`config.mk`:
```
export PLATFORM = sky130hd
export DESIGN_NAME = fetch_stage_flat
export DESIGN_NICKNAME = d
export VERILOG_FILES = /design/src/rtl/fetch_pkg.sv /design/src/rtl/fetch_stage_if.sv /design/src/rtl/pc_next.sv /design/src/rtl/fetch_stage.sv /design/src/flat_wrapper.sv
export SDC_FILE = /design/constraint.sdc
export NUM_CORES = 1
export LEC_CHECK = 0
export ABC_AREA = 1
export BUFFER_PORTS_ARGS = -buffer_cell sky130_fd_sc_hd__buf_2
export CAP_MARGIN = 20
export CORE_UTILIZATION = 34
export CTS_BUF_LIST = sky130_fd_sc_hd__clkbuf_16
export CTS_CLUSTER_DIAMETER = 200
export DETAILED_ROUTE_END_ITERATION = 10
export PLACE_DENSITY = 0.61
export REMOVE_ABC_BUFFERS = 1
export SLEW_MARGIN = 20
export SYNTH_ARGS = -nofsm -noshare
export SYNTH_HDL_FRONTEND = slang
export SYNTH_SLANG_ARGS = --single-unit
```
`constraint.sdc`:
```
create_clock -name clk -period 1.57 [get_ports clk]
set_input_delay 0.0785 -clock clk [delete_from_list [all_inputs] [get_ports clk]]
set_output_delay 0.0785 -clock clk [all_outputs]
set_load 0.01 [all_outputs]
```
`src/rtl/fetch_pkg.sv`:
```
`default_nettype none
// +--------------------------------------------------------------------------+
// | Module   : fetch_pkg                                                     |
// | Purpose  : Shared types and constants for the instruction fetch stage:  |
// |            FSM state encoding, instruction size, default reset PC.       |
// | Revision : 1.0  initial release                                          |
// +--------------------------------------------------------------------------+
package fetch_pkg;

  // One request in flight at most, so two states are enough.
  typedef enum logic [0:0] {
    S_REQ  = 1'b0,  // ready to issue a fetch
    S_WAIT = 1'b1   // request accepted, waiting for the response
  } state_t;

  localparam int          INSTR_BYTES      = 4;
  localparam logic [31:0] RESET_PC_DEFAULT = 32'h0000_0000;

endpackage
`default_nettype wire

```
`src/rtl/fetch_stage_if.sv`:
```
`default_nettype none
// +--------------------------------------------------------------------------+
// | Module   : fetch_stage_if                                                |
// | Purpose  : Bundle of fetch stage handshake/bus signals.                  |
// |   imem_req_valid/ready, imem_addr  : request channel to instr memory     |
// |   imem_rsp_valid, imem_rsp_data    : variable-latency response           |
// |   instr, instr_pc, instr_valid/ready : buffered output toward decode     |
// |   PCsrc, branch_pc, ImmOp          : branch redirect from extender       |
// |   modport master : the fetch stage;  modport slave : memory + decode     |
// | Revision : 1.0  initial release                                          |
// +--------------------------------------------------------------------------+
interface fetch_stage_if #(
  parameter int DATA_WIDTH = 32,
  parameter int ADDR_WIDTH = 32
);
  logic                  imem_req_valid;
  logic                  imem_req_ready;
  logic [ADDR_WIDTH-1:0] imem_addr;
  logic                  imem_rsp_valid;
  logic [DATA_WIDTH-1:0] imem_rsp_data;
  logic [DATA_WIDTH-1:0] instr;
  logic [ADDR_WIDTH-1:0] instr_pc;
  logic                  instr_valid;
  logic                  instr_ready;
  logic                  PCsrc;
  logic [ADDR_WIDTH-1:0] branch_pc;
  logic [DATA_WIDTH-1:0] ImmOp;

  modport master (
    output imem_req_valid, imem_addr, instr, instr_pc, instr_valid,
    input  imem_req_ready, imem_rsp_valid, imem_rsp_data, instr_ready,
           PCsrc, branch_pc, ImmOp
  );

  modport slave (
    input  imem_req_valid, imem_addr, instr, instr_pc, instr_valid,
    output imem_req_ready, imem_rsp_valid, imem_rsp_data, instr_ready,
           PCsrc, branch_pc, ImmOp
  );
endinterface
`default_nettype wire

```
`src/rtl/pc_next.sv`:
```
`default_nettype none
// +--------------------------------------------------------------------------+
// | Module   : pc_next                                                       |
// | Purpose  : Combinational next-PC select: sequential pc+4 or the          |
// |            word-aligned branch target branch_pc + ImmOp.                 |
// |   i_pc, i_pcsrc, i_branch_pc, i_imm  -> o_next_pc                        |
// | Revision : 1.0  initial release                                          |
// +--------------------------------------------------------------------------+
module pc_next
  import fetch_pkg::*;
#(
  parameter int DATA_WIDTH = 32,
  parameter int ADDR_WIDTH = 32
) (
  input  wire logic [ADDR_WIDTH-1:0] i_pc,
  input  wire logic                  i_pcsrc,
  input  wire logic [ADDR_WIDTH-1:0] i_branch_pc,
  input  wire logic [DATA_WIDTH-1:0] i_imm,
  output logic      [ADDR_WIDTH-1:0] o_next_pc
);

  localparam logic [ADDR_WIDTH-1:0] c_step       = ADDR_WIDTH'(INSTR_BYTES);
  localparam logic [ADDR_WIDTH-1:0] c_align_mask = ~ADDR_WIDTH'(INSTR_BYTES - 1);

  logic [ADDR_WIDTH-1:0] w_imm_ext;
  logic [ADDR_WIDTH-1:0] w_target;

  // Fit the immediate to address width: truncate if wider, sign-extend if narrower.
  generate
    if (DATA_WIDTH >= ADDR_WIDTH) begin : g_imm_trunc
      assign w_imm_ext = i_imm[ADDR_WIDTH-1:0];
    end else begin : g_imm_sext
      assign w_imm_ext = {{(ADDR_WIDTH-DATA_WIDTH){i_imm[DATA_WIDTH-1]}}, i_imm};
    end
  endgenerate

  // Wraps modulo 2^ADDR_WIDTH; low bits forced to zero so fetches stay aligned.
  assign w_target  = (i_branch_pc + w_imm_ext) & c_align_mask;
  assign o_next_pc = i_pcsrc ? w_target : (i_pc + c_step);

endmodule
`default_nettype wire

```
`src/rtl/fetch_stage.sv`:
```
`default_nettype none
// +--------------------------------------------------------------------------+
// | Module   : fetch_stage                                                   |
// | Purpose  : Instruction fetch: holds the PC, issues one word request at a |
// |            time, buffers one instruction toward decode, and applies      |
// |            branch redirects, squashing a fetch already in flight.        |
// |   clk, rst : clock, synchronous active-high reset                        |
// |   bus      : fetch_stage_if.master (memory request/response, decode      |
// |              output buffer, redirect inputs)                             |
// | Revision : 1.0  initial release                                          |
// +--------------------------------------------------------------------------+
module fetch_stage
  import fetch_pkg::*;
#(
  parameter int                    DATA_WIDTH = 32,
  parameter int                    ADDR_WIDTH = 32,
  parameter logic [ADDR_WIDTH-1:0] RESET_PC   = ADDR_WIDTH'(RESET_PC_DEFAULT)
) (
  input wire logic     clk,
  input wire logic     rst,
  fetch_stage_if.master bus
);

  state_t                r_state;
  logic [ADDR_WIDTH-1:0] r_pc;
  logic [DATA_WIDTH-1:0] r_instr;
  logic [ADDR_WIDTH-1:0] r_instr_pc;
  logic                  r_instr_valid;
  logic                  r_squash;   // response of the in-flight request is stale

  logic                  w_req_valid;
  logic                  w_handshake;
  logic [ADDR_WIDTH-1:0] w_next_pc;

  // Only request when the buffer will be free by the time data returns.
  assign w_req_valid = !rst && (r_state == S_REQ) && (!r_instr_valid || bus.instr_ready);
  assign w_handshake = w_req_valid && bus.imem_req_ready;

  pc_next #(
    .DATA_WIDTH (DATA_WIDTH),
    .ADDR_WIDTH (ADDR_WIDTH)
  ) u_pc_next (
    .i_pc        (r_pc),
    .i_pcsrc     (bus.PCsrc),
    .i_branch_pc (bus.branch_pc),
    .i_imm       (bus.ImmOp),
    .o_next_pc   (w_next_pc)
  );

  always_ff @(posedge clk) begin
    if (rst) begin
      r_state       <= S_REQ;
      r_pc          <= RESET_PC;
      r_instr       <= '0;
      r_instr_pc    <= '0;
      r_instr_valid <= 1'b0;
      r_squash      <= 1'b0;
    end else if (bus.PCsrc) begin
      // Redirect wins over load and increment; the buffer is flushed.
      r_pc          <= w_next_pc;
      r_instr_valid <= 1'b0;
      case (r_state)
        S_REQ: begin
          if (w_handshake) begin
            // Old pc went out this cycle; its data must be dropped.
            r_state  <= S_WAIT;
            r_squash <= 1'b1;
          end
        end
        S_WAIT: begin
          if (bus.imem_rsp_valid) begin
            r_state  <= S_REQ;
            r_squash <= 1'b0;
          end else begin
            r_squash <= 1'b1;
          end
        end
        default: r_state <= S_REQ;
      endcase
    end else begin
      if (r_instr_valid && bus.instr_ready) begin
        r_instr_valid <= 1'b0;
      end
      case (r_state)
        S_REQ: begin
          if (w_handshake) begin
            r_state <= S_WAIT;
          end
        end
        S_WAIT: begin
          if (bus.imem_rsp_valid) begin
            r_state <= S_REQ;
            if (r_squash) begin
              r_squash <= 1'b0;
            end else begin
              // Overrides the consume-clear above when both happen.
              r_instr       <= bus.imem_rsp_data;
              r_instr_pc    <= r_pc;
              r_instr_valid <= 1'b1;
              r_pc          <= w_next_pc;
            end
          end
        end
        default: r_state <= S_REQ;
      endcase
    end
  end

  assign bus.imem_req_valid = w_req_valid;
  assign bus.imem_addr      = r_pc;
  assign bus.instr          = r_instr;
  assign bus.instr_pc       = r_instr_pc;
  assign bus.instr_valid    = r_instr_valid;

endmodule
`default_nettype wire

```
`src/flat_wrapper.sv`:
```
// flat-port wrapper written by rule: the top's interface ports become plain ports
module fetch_stage_flat import fetch_pkg::*;
#(
  parameter int                    DATA_WIDTH = 32,
  parameter int                    ADDR_WIDTH = 32,
  parameter logic [ADDR_WIDTH-1:0] RESET_PC   = ADDR_WIDTH'(RESET_PC_DEFAULT)
)
  (clk, rst, bus_imem_req_valid, bus_imem_addr, bus_instr, bus_instr_pc, bus_instr_valid, bus_imem_req_ready, bus_imem_rsp_valid, bus_imem_rsp_data, bus_instr_ready, bus_PCsrc, bus_branch_pc, bus_ImmOp);
  fetch_stage_if #(.DATA_WIDTH(DATA_WIDTH), .ADDR_WIDTH(ADDR_WIDTH)) bus_i ();
  input wire logic clk;
  input wire logic rst;
  output wire logic [$bits(bus_i.imem_req_valid)-1:0] bus_imem_req_valid;
  output wire logic [$bits(bus_i.imem_addr)-1:0] bus_imem_addr;
  output wire logic [$bits(bus_i.instr)-1:0] bus_instr;
  output wire logic [$bits(bus_i.instr_pc)-1:0] bus_instr_pc;
  output wire logic [$bits(bus_i.instr_valid)-1:0] bus_instr_valid;
  input wire logic [$bits(bus_i.imem_req_ready)-1:0] bus_imem_req_ready;
  input wire logic [$bits(bus_i.imem_rsp_valid)-1:0] bus_imem_rsp_valid;
  input wire logic [$bits(bus_i.imem_rsp_data)-1:0] bus_imem_rsp_data;
  input wire logic [$bits(bus_i.instr_ready)-1:0] bus_instr_ready;
  input wire logic [$bits(bus_i.PCsrc)-1:0] bus_PCsrc;
  input wire logic [$bits(bus_i.branch_pc)-1:0] bus_branch_pc;
  input wire logic [$bits(bus_i.ImmOp)-1:0] bus_ImmOp;
  assign bus_imem_req_valid = bus_i.imem_req_valid;
  assign bus_imem_addr = bus_i.imem_addr;
  assign bus_instr = bus_i.instr;
  assign bus_instr_pc = bus_i.instr_pc;
  assign bus_instr_valid = bus_i.instr_valid;
  assign bus_i.imem_req_ready = bus_imem_req_ready;
  assign bus_i.imem_rsp_valid = bus_imem_rsp_valid;
  assign bus_i.imem_rsp_data = bus_imem_rsp_data;
  assign bus_i.instr_ready = bus_instr_ready;
  assign bus_i.PCsrc = bus_PCsrc;
  assign bus_i.branch_pc = bus_branch_pc;
  assign bus_i.ImmOp = bus_ImmOp;
  fetch_stage #(.DATA_WIDTH(DATA_WIDTH), .ADDR_WIDTH(ADDR_WIDTH), .RESET_PC(RESET_PC)) u_core (.clk(clk), .rst(rst), .bus(bus_i));
endmodule
```
==> results of run 1 <==
repair_timing:
action,in CTS,in global routing
gates cloned,0,1
resized for setup,13,61
setup buffers,3,9
setup endpoints to repair,32,23
hold buffers,31,0
hold endpoints to repair,31,0
pin swaps,3,18
critical path, stage by stage, from the launching register on:
cell	delay (ns)
dfxtp_4	0.37
buf_6	0.10
nand3_4	0.08
inv_4	0.07
nand3_4	0.10
nor3_4	0.30
buf_12	0.16
nand3_2	0.06
nand2_2	0.07
nand3_2	0.06
nand2_2	0.09
nor2_2	0.03
cell usage after synthesis, types with 3 or more instances:
| library cell | count |
|---|---|
| nand3b_1 | 4 |
| nor2_1 | 197 |
| xor2_1 | 4 |
| nand2_2 | 4 |
| inv_1 | 178 |
| ha_1 | 31 |
| nand3_1 | 63 |
| nand4_1 | 21 |
| clkbuf_1 | 16 |
| buf_4 | 4 |
| a31oi_1 | 7 |
| xnor2_1 | 3 |
| inv_2 | 3 |
| buf_2 | 14 |
| dfxtp_1 | 95 |
| nand2_1 | 330 |
| or2_2 | 3 |
| o211ai_1 | 4 |
| nor2_4 | 7 |
| nor3_1 | 11 |
| a21oi_1 | 55 |
| a211oi_1 | 4 |
| o21ai_0 | 89 |
final cells by class:
type	count	area (um2)	area share, %
sequential	95	1940	19.5
timing repair buffer	371	2470	24.8
multi-input combinational	862	4260	42.7
tap	265	332	3.32
clock inverter	7	57.6	0.577
inverter	182	691	6.92
clock buffer	9	225	2.26
where the power goes:
group	internal, W	total (W)	switching (W)	leakage, nW
clock network	0.00109	0.00211	0.00102	0.128
registers	0.00253	0.00264	0.000117	0.782
logic	0.000939	0.00210	0.00116	4.46
total	0.00456	0.00686	0.00230	5.37
sequential cells by signal (all words and copies together), names as in the netlist:
| signal | flops |
|---|---|
| u_core.bus.imem_addr | 30 |
| u_core.bus.instr | 32 |
| u_core.bus.instr_pc | 30 |
| u_core.bus.instr_valid | 1 |
| u_core.r_squash | 1 |
| u_core.r_state | 1 |
routing by layer:
layer / global-route usage [%] / routed length, um / up-vias
li1: - / - / 4374
met1: 28.0 / 10800 / 3518
met2: 38.5 / 10800 / 221
met3: 2.52 / 1260 / 28
met4: 6.10 / 337 / 0
met5: 0 / 0 / -
worst min path at each step:
stage                               start                      end  slack, ns  cells past startpoint
floorplan                             rst  u_core.bus.imem_addr[2]       0.15                      1
global placement    bus_imem_rsp_data[27]     u_core.bus.instr[27]       0.33                      3
detailed placement  bus_imem_rsp_data[27]     u_core.bus.instr[27]       0.33                      3
CTS                    bus_imem_rsp_valid           u_core.r_state      0.005                      4
global route         bus_imem_rsp_data[6]      u_core.bus.instr[6]       0.03                      3
finish                 bus_imem_rsp_valid           u_core.r_state       0.02                      4
kinds of logic (layout without fill, tap and decap cells):
logic type | count (synthesis) | in the layout | share of synthesized area [%]
buf+inv | 218 | 569 | 12.5
simple gates | 652 | 652 | 40.1
compound gates | 168 | 168 | 13.0
flops | 95 | 95 | 27.7
other cells | 1 | 4 | 0.0547
fa+ha+maj | 31 | 31 | 5.66
xor+xnor | 7 | 7 | 0.895
metrics by stage:
stage	power [W]	setup slack (ns)	std cells	hold slack, ns
floorplan	0.00371	-1.56	1139	0.148
global placement	0.00466	-0.278	1731	0.328
detailed placement	0.00468	-0.310	1731	0.333
CTS	0.00689	-0.00630	1781	0.00452
global route	0.00728	-0.136	1791	0.0265
finish	0.00686	-0.0370	1791	0.0160
==> results_dict.tcl, run 1 <==
set metrics [dict create \
    synth_warnings 0 \
    path_class "reg -> reg" \
    maxCapViolations 0 \
    synth_cell_types 41 \
    period_needed_ns 1.61 \
    grtUsageTotal_pct 21.9 \
    filler_cell_count 2024 \
    clock-sinks 95 \
    ys_seq_elements 95 \
    wl_per_cell_um 12.9 \
    drc_errors 0 \
    final_util_pct 50.9 \
    cp_max_fo 5 \
    port_buffers 195 \
    fin_setup_tns_ns -0.154 \
    numCtsBuffers 9 \
    min_path_type "in -> reg" \
    ff2ff_setup_slack_ns -0.04 \
    die_x_um 144 \
    start_kind "flip-flop" \
    worst_setup_path_end_kind "flip-flop" \
    setup_viol 6 \
    rows 51 \
    gp_congestion 0.908 \
    synth-edff-count 0 \
    async_flop_share_pct 0 \
    reg2regPathDepth 11 \
    violations "negative setup slack" \
    fin_area_um2 9980 \
    path_clk_slew_ns 0.07 \
    initial_utilization_pct 35.0 \
    nets 1654 \
    rsz0062_at_grt "yes" \
    cp-startpoint "u_core.bus.imem_addr[2]" \
    place_hpwl_um 18100 \
    skew_ns 0.0104 \
    hold_viol_final 0 \
    synth_top_area_cell "dfxtp_1" \
    grt_max_degree 57 \
    clkLatencyLatePin_ns 0.35 \
    area_delta_synth_final_pct 45.6 \
    design.die.area_um2 20700 \
    cp.arrival_ns 1.85 \
    outcome "complete, but fails checks" \
    final_cell_mix "nand2_1 (319), buf_2 (195), nor2_1 (188)" \
    worst_slack_ns -0.0370 \
    grt_remaining_overflow 0 \
    setup.worst_path.end "u_core.bus.imem_addr[25]" \
    grt_pass1_wl_um 35600 \
    first_global_vias 7330 \
    cts_htree_levels 3 \
    timing.rr.end "u_core.bus.imem_addr[25]" \
    placed_area_um2 9070 \
    syn_inst 1172 \
    cts_tree "done" \
    antenna_found_initial 0 \
    vias_per_cell 4.55 \
    worstReg2RegStart "u_core.bus.imem_addr[2]" \
    maxSlewViolCount 0 \
    clockBufferDepth 2 \
    fmax_ghz 0.622 \
    powerDensity_nw_per_um2 687 \
    coreArea_um2 19600 \
    yosysSeqAreaShare_pct 27.7 \
    die_y_um 144 \
    synthTopCellsByArea "dfxtp_1 (28%), nand2_1 (18%), nor2_1 (11%), inv_1 (9.7%), o21ai_0 (6.5%)" \
    drt-pass1-iter-count 4 \
    root_buffer "clkbuf_16" \
    routed_wl_um 23200 \
    synth_ff_type "dfxtp_1" \
    drive_gt1_share_pct 28.6 \
    ir_drop_v 0.000516 \
    dr_total_vias 8141 \
    syn_avg_cell_area_um2 5.85 \
    min_period_over_period_pct 102 \
    route.antenna.remaining_nets 0 \
    antenna_cells 0 \
    worst_ep_required_time_ns 1.81 \
    synth_top_area_share_pct 27.7 \
    netlist_area_um2 6850 \
    first_iter_violations 381 \
    final_common_cell "nand2_1" \
    io_pins 200 \
    p_leak_nw 5.37 \
]
No activity file was read; power rests on OpenSTA's default activity.
==> run 2, diff against run 1 <==
- PLACE_DENSITY: 0.61 -> not set
- REMOVE_ABC_BUFFERS: 1 -> not set
==> results_dict.tcl, run 2 (same netlist as run 1, synthesis figures left out) <==
set metrics [dict create \
    root_buffer "clkbuf_16" \
    drive_gt1_share_pct 27.6 \
    setup_viol 0 \
    antenna_cells 0 \
    worst_path_largest_cell_delay_ns 0.33 \
    drc_errors 0 \
    grt_pass1_wl_um 36100 \
    whs_ns 0.0225 \
    first_global_vias 7258 \
    final_cell_mix "nand2_1 (323), buf_2 (195), nor2_1 (189)" \
    pre_cts_slack_ns -0.240 \
    p_leak_nw 5.35 \
    use_met1_pct 29.2 \
    dr_total_vias 8095 \
    path_class "reg -> reg" \
    worst_slack_ns 0.0127 \
    filler_cell_count 2036 \
    placed_area_um2 9020 \
    numCtsBuffers 9 \
    area_delta_synth_final_pct 44.3 \
    clkLatencyLatePin_ns 0.35 \
    final_common_cell "nand2_1" \
    port_buffers 195 \
    grt_max_degree 57 \
    seqCellArea_um2 1940 \
    fmax_ghz 0.642 \
    skew_ns 0.0123 \
    first_iter_violations 405 \
    die_x_um 144 \
    worst_setup_path_end_kind "flip-flop" \
    crit_path_cell_trace "nand2_1 > nor2_4 > inv_2 > buf_4 > nor2_1 > nand3_1 > nand2_1 > nand3_1 > nand2_1 > nor2_1" \
    worst_path_most_repeated_cell "nand2_1" \
    min_path_type "in -> reg" \
    hold_viol_final 0 \
    gr-usage-met3_pct 2.62 \
    outcome "completed" \
    multiInputGateArea_um2 4250 \
    design.die.area_um2 20700 \
    vias_per_cell 4.55 \
    top_usage_layer "met2" \
    clockBufferDepth 2 \
    place_hpwl_um 18400 \
    io_pins 200 \
    slowest_stage "dfxtp_1" \
    gp_congestion 0.912 \
    start_kind "flip-flop" \
    powerDensity_nw_per_um2 718 \
    min_period_over_period_pct 99.2 \
    largest_reg_flops 32 \
    rsz0062_at_grt "yes" \
    dp_cells 1726 \
    initial_utilization_pct 35.0 \
    grt_remaining_overflow 0 \
    die_y_um 144 \
    cts_tree "done" \
    fin_area_um2 9890 \
    antenna_found_initial 0 \
    period_needed_ns 1.56 \
    wl_per_cell_um 13.0 \
    rows 51 \
    worst_ep_required_time_ns 1.83 \
    cts_htree_levels 3 \
    drt-pass1-iter-count 4 \
    routed_wl_um 23200 \
    fin_cells 1778 \
    grtUsageTotal_pct 22.1 \
    grt_use_met2_pct 38.3 \
    path_clk_slew_ns 0.08 \
    maxCapViolations 0 \
    route.antenna.remaining_nets 0 \
    ir_drop_v 0.000483 \
    clock-sinks 95 \
    coreArea_um2 19600 \
    maxSlewViolCount 0 \
    cp_max_fo 5 \
    nets 1641 \
    cp.arrival_ns 1.81 \
]
-- run 2: cell types whose count changed in the layout (fill, tap and decap cells not counted), sizes merged --
cell / change
buf: -12
inv: +2
clkinv: +1
clkinvlp: -4
clkbuf: -1
bufinv: +1
-- run 2: metrics by stage --
step,power [W],util (%),TNS [ns]
final,0.00710,50.5,0
after global routing,0.00756,50.5,-0.658
after CTS,0.00711,49.3,-0.101
after detailed placement,0.00467,46.0,-2.99
after global placement,0.00466,46.0,-2.83
after floorplan,0.00375,-,0
-- run 2: worst max-delay path, delay by kind of cell (launching register included) --
| family | cells | cell delay, ns |
|---|---|---|
| buffers and inverters | 2 | 0.26 |
| flip-flops | 1 | 0.33 |
| AND/OR/NAND/NOR | 8 | 0.86 |
-- run 2: repair_timing --
item / in CTS / in global routing
endpoints found under the setup margin: 9 / 56
pin swaps: 2 / 24
hold buffers: 31 / 0
hold endpoints to repair: 31 / 0
resized for setup: 7 / 60
setup buffers: 0 / 4
gates cloned: 0 / 1
-- run 2: metal layers --
layer	up-vias	share of wire, %
met5	-	0
met4	0	0.97
met3	18	4.8
met2	204	47
met1	3522	47
li1	4351	-
-- run 2: worst paths after layout --
| check | startpoint | to | slack [ns] | depth (start not counted) |
|---|---|---|---|---|
| max | u_core.r_state | u_core.bus.imem_addr[25] | 0.01 | 10 |
| min | bus_imem_rsp_valid | u_core.r_state | 0.02 | 4 |
| min reg2reg | u_core.bus.instr_pc[15] | u_core.bus.instr_pc[15] | 0.48 | 2 |
| max reg2reg | u_core.r_state | u_core.bus.imem_addr[25] | 0.01 | 10 |
-- run 2: final cells by class --
type	instances	area share [%]
clock buffer	9	2.28
clock inverter	7	0.987
inverter	182	6.96
multi-input combinational	862	43.0
sequential	95	19.6
tap	265	3.35
timing repair buffer	358	23.8
-- run 2: where the power goes --
part	internal [W]	switching [W]	total (W)
clock network	0.00129	0.00109	0.00238
logic	0.000920	0.00116	0.00208
registers	0.00252	0.000119	0.00264
total	0.00474	0.00236	0.00710
==> run 3, diff against run 2 <==
- CORE_UTILIZATION: 34 -> 28
==> results_dict.tcl, run 3 (same netlist as run 1, synthesis figures left out) <==
set metrics [dict create \
    fin_total_pwr_w 0.00694 \
    min_path_type "in -> reg" \
    cts_tree "done" \
    timing.rr.end "u_core.bus.imem_addr[24]" \
    route.antenna.remaining_nets 0 \
    routed_wl_um 23900 \
    path_class "reg -> reg" \
    grt_pass1_wl_um 37700 \
    nets 1653 \
    root_buffer "clkbuf_16" \
    worst_ep_required_time_ns 1.86 \
    clkLatencyLatePin_ns 0.36 \
    whs_path_depth 3 \
    ff2ff_setup_slack_ns 0.02 \
    clockBufferDepth 2 \
    clock_power_share_pct 31.3 \
    outcome "completed" \
    skew_ns 0.00959 \
    rsz0062_at_grt "yes" \
    hold_viol_final 0 \
    fmax_ghz 0.645 \
    maxCapViolations 0 \
    routed-wl-met2_um 11100 \
    port_buffers 195 \
    drive_gt1_share_pct 29.0 \
    path_clk_slew_ns 0.08 \
    whs_ns 0.0142 \
    hold_path_startpoint "bus_imem_rsp_data[1]" \
    dp_cells 1783 \
    fin_area_um2 10000 \
    setup_viol 0 \
    drt-pass1-iter-count 5 \
    ir_drop_v 0.000430 \
    die_x_um 158 \
    final_common_cell "nand2_1" \
    swShare_pct 34.1 \
    maxSlewViolCount 0 \
    powerDensity_nw_per_um2 692 \
    first_global_vias 7629 \
    vias_per_cell 4.41 \
    grt_max_degree 63 \
    place_hpwl_um 19300 \
    cts_htree_levels 3 \
    die_y_um 158 \
    final_util_pct 42.2 \
    final_cell_mix "nand2_1 (317), buf_2 (195), nor2_1 (185)" \
    clock-sinks 95 \
    grtUsageTotal_pct 19.2 \
    wl_per_cell_um 12.9 \
    p_sw_w 0.00237 \
    initial_utilization_pct 28.9 \
    drc_errors 0 \
    area_delta_synth_final_pct 46.3 \
    antenna_found_initial 0 \
    placed_area_um2 9110 \
    numCtsBuffers 9 \
    wl_met3_um 1170 \
    grt_remaining_overflow 0 \
    dr_total_vias 8140 \
    fin_cells 1844 \
    start_kind "flip-flop" \
    topRoutingLayerUsed "met4" \
    period_needed_ns 1.55 \
    antenna_cells 0 \
    design.die.area_um2 25100 \
    rows 56 \
    gp_congestion 0.879 \
    p_comb_share_pct 30.7 \
    min_period_over_period_pct 98.8 \
    reg2regPathDepth 10 \
    p_leak_nw 5.39 \
    largest_reg_flops 32 \
    wl_met1_um 11300 \
    cp.arrival_ns 1.84 \
    internal-power_w 0.00457 \
    worstReg2RegStart "u_core.bus.imem_addr[3]" \
    holdPathEnd "u_core.bus.instr[1]" \
    coreArea_um2 23800 \
    pwr-share-seq_pct 38.0 \
    first_iter_violations 500 \
    cp_max_fo 4 \
    worst_setup_path_end_kind "flip-flop" \
    io_pins 200 \
]
==> run 3: cell count changes in the layout (fill, tap and decap cells not counted), sizes merged <==
| cell | before | now |
|---|---|---|
| dlygate4sd3 | 31 | 29 |
| bufinv | 1 | 0 |
| clkinv | 3 | 4 |
| clkinvlp | 0 | 1 |
| inv | 185 | 184 |
| buf | 327 | 341 |
==> run 3: critical path, stage by stage (launching register included) <==
cell     delay, ns
dfxtp_4       0.38
ha_4          0.15
nand2_4       0.06
nor2_4        0.16
nand3_2       0.10
nor2_4        0.15
nand2_2       0.08
or2_0         0.20
nand3_1       0.06
nand2_1       0.05
nor2_1        0.09
==> run 3: metrics by stage <==
step	TNS, ns	setup slack (ns)
2_1_floorplan	0	0.000295
3_3_place_gp	-3.54	-0.391
3_5_place_dp	-3.71	-0.421
4_1_cts	0	0.000418
5_1_grt	-0.669	-0.0884
6_report	0	0.0192
==> run 3: repair_timing <==
action,in CTS,in global routing
setup endpoints to repair,16,25
pin swaps,4,18
gates resized for setup,15,61
hold buffers,29,0
buffers inserted,5,11
hold endpoints to repair,29,0
==> run 3: final cells by class <==
cell class | instances | area [um2]
multi-input combinational | 862 | 4260
inverter | 182 | 686
clock buffer | 9 | 225
sequential | 95 | 1950
tap | 319 | 399
clock inverter | 7 | 65.1
fill | 2573 | 13700
timing repair buffer | 370 | 2450
==> run 3: power by group through the flow <==
stage / Clock, W / Sequential (W) / Combinational, W
global placement: 0 / 0.00268 / 0.00200
finish: 0.00217 / 0.00264 / 0.00213
floorplan: 0 / 0.00273 / 0.00102
CTS: 0.00224 / 0.00263 / 0.00209
detailed placement: 0 / 0.00268 / 0.00201
global route: 0.00236 / 0.00266 / 0.00240
==> run 3: worst max-delay path by stage <==
stage / start / to / slack [ns] / cells after the start
detailed placement: bus_ImmOp[2] / u_core.bus.imem_addr[15] / -0.42 / 14
global route: u_core.bus.imem_addr[13] / u_core.bus.imem_addr[23] / -0.09 / 11
CTS: u_core.bus.imem_addr[2] / u_core.bus.imem_addr[24] / 0.0004 / 10
global placement: bus_ImmOp[2] / u_core.bus.imem_addr[15] / -0.39 / 15
finish: u_core.bus.imem_addr[3] / u_core.bus.imem_addr[24] / 0.02 / 10
floorplan: u_core.bus.imem_addr[2] / u_core.bus.imem_addr[24] / 0.0003 / 10
==> run 3: metal layers <==
| metal | track usage, % | up-vias |
|---|---|---|
| met2 | 34.3 | 204 |
| met5 | 0 | - |
| met1 | 24.4 | 3540 |
| li1 | - | 4373 |
| met4 | 4.40 | 0 |
| met3 | 2.31 | 23 |
